==> config.mk <==
export PLATFORM = sky130hd
export DESIGN_NAME = moore_seq_bit_serializer
export DESIGN_NICKNAME = d
export VERILOG_FILES = /design/src/rtl/moore_seq_bit_serializer.sv
export SDC_FILE = /design/constraint.sdc
export NUM_CORES = 1
export LEC_CHECK = 0
export CAP_MARGIN = 20
export CORE_MARGIN = 5
export CORE_UTILIZATION = 45
export CTS_CLUSTER_DIAMETER = 150
export DETAILED_ROUTE_END_ITERATION = 12
export PLACE_DENSITY = 0.75
export SETUP_SLACK_MARGIN = 0.3
export SLEW_MARGIN = 20
export SYNTH_ARGS = -nofsm -noshare
export SYNTH_HDL_FRONTEND = slang
export SYNTH_SLANG_ARGS = --single-unit
export TNS_END_PERCENT = 50
==> constraint.sdc <==
create_clock -name clk -period 2.7 [get_ports clk]
set_input_delay 0.54 -clock clk [delete_from_list [all_inputs] [get_ports clk]]
set_output_delay 0.54 -clock clk [all_outputs]
set_load 0.1 [all_outputs]
==> src/rtl/moore_seq_bit_serializer.sv <==
// Parallel-to-serial feeder for the 1111001 sequence detectors. A one-word holding
// register in front of the shifter lets back-to-back words go out with no idle bit between them.
module moore_seq_bit_serializer #(
  parameter int WIDTH     = 8,
  parameter bit MSB_FIRST = 1'b1,
  parameter bit IDLE_BIT  = 1'b0
) (
  input  logic             clk,
  input  logic             rst,
  input  logic [WIDTH-1:0] in_data,
  input  logic             in_valid,
  output logic             in_ready,
  output logic             x,
  output logic             busy,
  output logic             frame_start
);

  localparam int CW = (WIDTH > 2) ? $clog2(WIDTH) : 1;
  localparam logic [CW-1:0] LAST_CNT = CW'(WIDTH - 1);

  typedef enum logic {
    IDLE  = 1'b0,
    SHIFT = 1'b1
  } state_t;

  state_t           state_reg, state_next;
  logic [WIDTH-1:0] hold_reg, hold_next;
  logic             hold_full_reg, hold_full_next;
  logic [WIDTH-1:0] shift_reg, shift_next;
  logic [CW-1:0]    cnt_reg, cnt_next;
  logic             x_reg, x_next;
  logic             busy_reg, busy_next;
  logic             frame_start_reg, frame_start_next;

  // Held word rearranged so that bit WIDTH-1 is always the next bit to transmit;
  // the shifter then only ever shifts left, whatever the configured bit order.
  logic [WIDTH-1:0] hold_ordered;

  generate
    for (genvar gi = 0; gi < WIDTH; gi++) begin : g_order
      if (MSB_FIRST) begin : g_msb
        assign hold_ordered[gi] = hold_reg[gi];
      end else begin : g_lsb
        assign hold_ordered[gi] = hold_reg[WIDTH-1-gi];
      end
    end
  endgenerate

  logic accept;
  logic at_last_bit;

  assign accept      = in_valid & ~hold_full_reg;
  assign at_last_bit = (cnt_reg == LAST_CNT);

  always_comb begin
    state_next       = state_reg;
    hold_next        = hold_reg;
    hold_full_next   = hold_full_reg;
    shift_next       = shift_reg;
    cnt_next         = cnt_reg;
    x_next           = x_reg;
    busy_next        = busy_reg;
    frame_start_next = 1'b0;

    // Accept and load are mutually exclusive: accept needs the hold empty, load needs it full.
    if (accept) begin
      hold_next      = in_data;
      hold_full_next = 1'b1;
    end

    case (state_reg)
      IDLE: begin
        x_next    = IDLE_BIT;
        busy_next = 1'b0;
        cnt_next  = '0;
        if (hold_full_reg) begin
          state_next       = SHIFT;
          shift_next       = {hold_ordered[WIDTH-2:0], 1'b0};
          x_next           = hold_ordered[WIDTH-1];
          cnt_next         = '0;
          busy_next        = 1'b1;
          frame_start_next = 1'b1;
          hold_full_next   = 1'b0;
        end
      end

      SHIFT: begin
        if (at_last_bit) begin
          if (hold_full_reg) begin
            // Gapless reload: the next word's first bit directly follows the last bit.
            state_next       = SHIFT;
            shift_next       = {hold_ordered[WIDTH-2:0], 1'b0};
            x_next           = hold_ordered[WIDTH-1];
            cnt_next         = '0;
            busy_next        = 1'b1;
            frame_start_next = 1'b1;
            hold_full_next   = 1'b0;
          end else begin
            state_next = IDLE;
            x_next     = IDLE_BIT;
            busy_next  = 1'b0;
            cnt_next   = '0;
          end
        end else begin
          x_next     = shift_reg[WIDTH-1];
          shift_next = {shift_reg[WIDTH-2:0], 1'b0};
          cnt_next   = cnt_reg + 1'b1;
          busy_next  = 1'b1;
        end
      end

      default: begin
        state_next = IDLE;
        x_next     = IDLE_BIT;
        busy_next  = 1'b0;
        cnt_next   = '0;
      end
    endcase
  end

  always_ff @(posedge clk or negedge rst) begin
    if (!rst) begin
      state_reg       <= IDLE;
      hold_reg        <= '0;
      hold_full_reg   <= 1'b0;
      shift_reg       <= '0;
      cnt_reg         <= '0;
      x_reg           <= IDLE_BIT;
      busy_reg        <= 1'b0;
      frame_start_reg <= 1'b0;
    end else begin
      state_reg       <= state_next;
      hold_reg        <= hold_next;
      hold_full_reg   <= hold_full_next;
      shift_reg       <= shift_next;
      cnt_reg         <= cnt_next;
      x_reg           <= x_next;
      busy_reg        <= busy_next;
      frame_start_reg <= frame_start_next;
    end
  end

  assign in_ready    = ~hold_full_reg;
  assign x           = x_reg;
  assign busy        = busy_reg;
  assign frame_start = frame_start_reg;

endmodule
==> run_results.csv, run 1 <==
group,metric,value,unit
synthesis,syn-num-nets,76,
setup_path,required,2.16,ns
sta,fmax,509,MHz
clock_tree,ctsHoldBuffers,0,
clock_tree,cts_buffer_depth,2,
pwr,combPwrFrac,0.478,
clock_tree,post-cts-setup-buffers,0,
sta,hold_viol_final,0,
pwr,switching_share,0.375,
pwr,max-vdd-ir-drop,543,µV
clock_tree,tritoncts,"done",
sta,period_needed,1.97,ns
floorplan,initial_core_util,0.460,
synthesis,syn-instance-count,63,
outcome,status,"finished, final reports clean",
setup_path,path_class,"register to primary output",
clock_tree,cts_made_buffers,3,
sta,min_period_over_period,0.728,
synthesis,synthAdderAreaFrac,0.0251,
clock_tree,clock_latency,0.30,ns
sta,drv_slew,0,
placement,hpwlAfterDp,1040,µm
placement,place_inst,104,
final_layout,finish.net_count,94,
sta,setup_viol,0,
clock_tree,clkSlewWorstSetupHoldPaths,0.12,ns
worst_hold_path,min_delay_path_depth,1,
synthesis,synth_compound_gate_area_share,0.00752,
worst_hold_path,hold_class,"register to register",
drt,wirelength,1460,µm
setup_path,worstRegToRegCells,4,
sta,finClkSkew,0.00481,ns
sta,fin_ws,0.734,ns
drt,via_per_inst,4.89,
final_layout,insertedDiodeCount,0,
setup_path,crit_path_cell_trace,"inv_1 -> buf_4",
synthesis,synth-simple-area-share,0.0489,
floorplan,fp.dieW,57.1,µm
floorplan,io_pins,15,
synthesis,ys_types,16,
clock_tree,cts-root-buf,"clkbuf_4",
synthesis,synth-seq-cells,23,
setup_path,setup.worst_path.start_class,"register",
synthesis,synth_top_family_by_area,"multiplexers",
sta,setup_tns,0,ns
global_routing,overflow,0,
pwr,switching_power,535,µW
final_layout,final_common_cell,"dfrtp_1",
global_routing,track_usage,0.108,
sta,tightest_slew,0.678,ns
placement,place_ws,0.905,ns
pwr,p_seq_frac,0.416,
placement,gp_congestion,0.664,
final_layout,drive_above_1_share,0.288,
drt,drtIter0Drc,3,
final_layout,final_cell_mix,"dfrtp_1, mux2_4, clkdlybuf4s50_1",
placement,io_buffers,14,
pwr,powerDensity,1210,nW/µm²
setup_path,crit_path_max_incr_delay,0.69,ns
clock_tree,htreeDepth,1,
floorplan,core,2170,µm²
final_layout,final_cells,108,
floorplan,rows,17,
drt,wire_per_inst,13.5,µm
pwr,p_leak,0.564,nW
clock_tree,cts_sinks,23,
global_routing,grt_pass1_wl,2680,µm
placement,placed_area,1150,µm²
synthesis,synth_mux_area_frac,0.311,
floorplan,die_y,57.1,µm
floorplan,die_area,3260,µm²
synthesis,syn_area_per_cell,15.8,µm²
drt,drtPass1Iterations,3,
setup_path,slowest_stage,"dfrtp_1",
global_routing,grt_max_degree,24,
pwr,internal_power,891,µW
sta,hold_slack,0.445,ns
sta,slew_headroom,0.548,
sta,grt_setup_unrepaired,"false",
final_layout,area_growth,18.3,%
global_routing,antenna_found_initial,0,
flow_run,drv_cap,0,
synthesis,yosys.area_share.xor_xnor,0,
setup_path,arrival,1.43,ns
final_layout,design_area,1180,µm²
drt,num_vias,528,
global_routing,grt_pass1_vias,593,
clock_tree,ctsResizeCount,0,
synthesis,yosys_warnings,0,
setup_path,endpoint_kind,"primary output",
setup_path,regToRegSetupSlack,0.96,ns
drt,drc,0,
synthesis,synth.cell_area,998,µm²
drt,ant_nets,0,
synthesis,seq_area_frac_synth,0.576,
pwr,clockPowerShare,0.106,
setup_path,crit_fanout,11,
[through the flow]
stage                     total power, mW   util
final                                1.43  0.544
after detailed placement             1.29  0.532
after CTS                            1.45  0.544
after global placement               1.27  0.532
after global routing                 1.52  0.544
after floorplan                      1.17      -
[power by group through the flow]
stage / sequential, mW / clock (mW) / combinational [mW]
5_1_grt: 0.617 / 0.176 / 0.729
2_1_floorplan: 0.670 / 0 / 0.498
3_5_place_dp: 0.604 / 0 / 0.689
4_1_cts: 0.598 / 0.160 / 0.692
3_3_place_gp: 0.597 / 0 / 0.669
6_report: 0.593 / 0.151 / 0.682
[cells by family (layout without fill, tap and decap cells)]
group / count (synthesis) / count (layout)
mux: 23 / 23
compound gates: 1 / 1
flops: 23 / 23
buf+inv: 5 / 22
simple gates: 9 / 9
fa+ha+maj: 2 / 2
[synthesized netlist by cell type (all sizes together)]
cell type	count	share of area
dfrtp	23	0.58
nor2b	1	0.0063
mux2i	1	0.010
buf	3	0.024
nand2	2	0.0075
nand2b	1	0.0063
ha	2	0.025
and3	1	0.0063
and2	3	0.019
nor2	1	0.0038
inv	2	0.0075
o21bai	1	0.0075
mux2	22	0.30
[cell type report]
| cell class | count | area [µm²] |
|---|---|---|
| fill | 195 | 988 |
| sequential | 23 | 576 |
| multi-input combinational | 35 | 392 |
| timing repair buffer | 16 | 145 |
| tap | 28 | 35.0 |
| clock buffer | 4 | 26.3 |
| inverter | 2 | 7.51 |
[critical path, delay by kind of cell, from the launching register on]
kind                   cells  cell delay [ns]
buffers and inverters      2             0.44
DFF                        1             0.69
[layer usage]
| metal | global-route usage | part of all wire | vias to the layer above |
|---|---|---|---|
| li1 | - | - | 245 |
| met1 | 0.124 | 0.40 | 268 |
| met2 | 0.178 | 0.52 | 13 |
| met3 | 0.0475 | 0.064 | 2 |
| met4 | 0.0397 | 0.013 | 0 |
| met5 | 0 | 0 | - |
[final timing paths]
check                              startpoint              end
worst max register to register     cnt_reg[0]     shift_reg[1]
min in group asynchronous                 rst      frame_start
max in group asynchronous                 rst  hold_ordered[2]
worst max-delay path            hold_full_reg         in_ready
worst min-delay path               cnt_reg[0]       cnt_reg[0]
worst min register to register     cnt_reg[0]       cnt_reg[0]
Note: power is estimated with default switching activity, not from simulation.
==> run 2: changes to the inputs <==
PLACE_DENSITY = 0.78   (was 0.75)
clock period = 1.6 ns   (was 2.7 ns; I/O delays follow)
==> run_results.csv, run 2 (synthesized netlist as in run 1, its figures left out) <==
group,metric,value,unit
sta,period_needed,1.38,ns
clock_tree,htreeDepth,1,
setup_path,required,1.80,ns
final_layout,insertedDiodeCount,0,
sta,setup_tns,0,ns
floorplan,die_y,57.1,µm
sta,fmax,726,MHz
setup_path,slowest_stage,"dfrtp_1",
pwr,powerDensity,2100,nW/µm²
sta,hold_viol_final,0,
drt,drtPass1Iterations,2,
setup_path,arrival,1.58,ns
global_routing,grt_max_degree,24,
sta,grt_setup_unrepaired,"true",
final_layout,drive_above_1_share,0.449,
clock_tree,cts_made_buffers,3,
clock_tree,cts_buffer_depth,2,
flow_run,drv_cap,0,
outcome,status,"finished, final reports clean",
setup_path,crit_path_max_incr_delay,0.40,ns
clock_tree,clkSlewWorstSetupHoldPaths,0.12,ns
final_layout,final_common_cell,"dfrtp_1",
floorplan,rows,17,
global_routing,antenna_found_initial,0,
global_routing,grt_pass1_vias,585,
floorplan,fp.dieW,57.1,µm
sta,slew_headroom,0.813,
drt,ant_nets,0,
placement,io_buffers,14,
floorplan,io_pins,15,
drt,via_per_inst,4.75,
clock_tree,clock_latency,0.31,ns
setup_path,setup.worst_path.start_class,"register",
setup_path,path_buf_inv,0,
sta,tightest_slew,0.281,ns
final_layout,final_cell_mix,"dfrtp_1, mux2_4, clkdlybuf4s50_1",
global_routing,track_usage,0.112,
sta,drv_slew,0,
sta,setup_viol,0,
sta,hold_slack,0.352,ns
drt,num_vias,556,
sta,min_period_over_period,0.861,
pwr,max-vdd-ir-drop,1250,µV
floorplan,core,2170,µm²
drt,wirelength,1600,µm
drt,wire_per_inst,13.6,µm
setup_path,crit_fanout,6,
final_layout,area_growth,35.6,%
drt,drc,0,
setup_path,crit_path_cell_trace,"ha_2 -> ha_4 -> nand2b_4 -> mux2_4",
worst_hold_path,hold_class,"primary input to asynchronous set/reset pin",
setup_path,cp_top_family,"flip-flops",
final_layout,finish.net_count,103,
floorplan,initial_core_util,0.460,
setup_path,endpoint_kind,"register",
sta,finClkSkew,0.00139,ns
floorplan,die_area,3260,µm²
drt,drtIter0Drc,3,
setup_path,path_class,"register to register",
global_routing,grt_pass1_wl,2790,µm
placement,gp_congestion,0.684,
clock_tree,cts_sinks,23,
placement,hpwlAfterDp,1070,µm
clock_tree,tritoncts,"done",
global_routing,overflow,0,
pwr,p_leak,0.631,nW
clock_tree,cts-root-buf,"clkbuf_4",
==> run 2: cell count changes in the layout (fill, tap and decap cells not counted), moves of 2 or more <==
cell / change
dfrtp_1: -2
nand2b_4: +2
buf_4: +2
buf_12: +5
dfrtp_2: +2
ha_1: -2
==> run 2: worst register-to-register path, stage by stage (launching register included) <==
cell and delay [ns]:
dfrtp_1 0.40, ha_2 0.20, ha_4 0.16, nand2b_4 0.19
mux2_4 0.32
==> run 2: cell type report <==
| cell class | instances | area (µm²) |
|---|---|---|
| clock inverter | 1 | 5.00 |
| tap | 28 | 35.0 |
| sequential | 23 | 578 |
| multi-input combinational | 36 | 430 |
| inverter | 2 | 11.3 |
| fill | 179 | 816 |
| timing repair buffer | 24 | 272 |
| clock buffer | 3 | 22.5 |
==> run 2: power breakdown <==
part           internal [mW]  switching (mW)
registers              0.834           0.168
logic                  0.901           0.678
clock network         0.0933           0.173
==> run 2: layer usage <==
metal / vias to the layer above / wire length [µm] / GRT usage
met5: - / 0 / 0
met1: 275 / 697 / 0.137
li1: 270 / - / -
met4: 0 / 13 / 0.0629
met2: 9 / 811 / 0.176
met3: 2 / 73 / 0.0317
==> run 2: timing repair <==
action / in CTS / in global routing
pin swaps: 0 / 3
setup buffers: 4 / 3
hold buffers: 0 / 0
resized for setup: 2 / 3
cloned: 1 / 0
setup endpoints to repair: 9 / 13
==> run 2: stage by stage <==
step | cells | utilization | setup WS (ns) | total power [mW] | cell area, µm²
after floorplan | 63 | - | 0.198 | 2.02 | 1020
after global placement | 105 | 0.573 | 0.0653 | 2.34 | 1240
after detailed placement | 105 | 0.573 | 0.0381 | 2.40 | 1240
after CTS | 114 | 0.608 | 0.219 | 2.78 | 1320
after global routing | 117 | 0.624 | 0.164 | 3.04 | 1350
final | 117 | 0.624 | 0.223 | 2.85 | 1350
==> run 2: final timing paths <==
path / endpoint / startpoint / slack [ns] / cells past startpoint
setup / recovery: shift_reg[5] / cnt_reg[0] / 0.22 / 4
hold reg to reg: hold_ordered[0] / hold_ordered[0] / 0.50 / 1
hold / removal: cnt_reg[0] / rst / 0.35 / 2
max in group asynchronous: hold_full_reg / rst / 1.01 / 2
setup reg to reg: shift_reg[5] / cnt_reg[0] / 0.22 / 4
min in group clk: hold_ordered[0] / hold_ordered[0] / 0.50 / 1
==> run 3: changes to the inputs <==
GPL_ROUTABILITY_DRIVEN = 0   (was not set)
==> results of run 3 <==
Same layout as run 2: the final DEF is identical, and so are final timing and power.
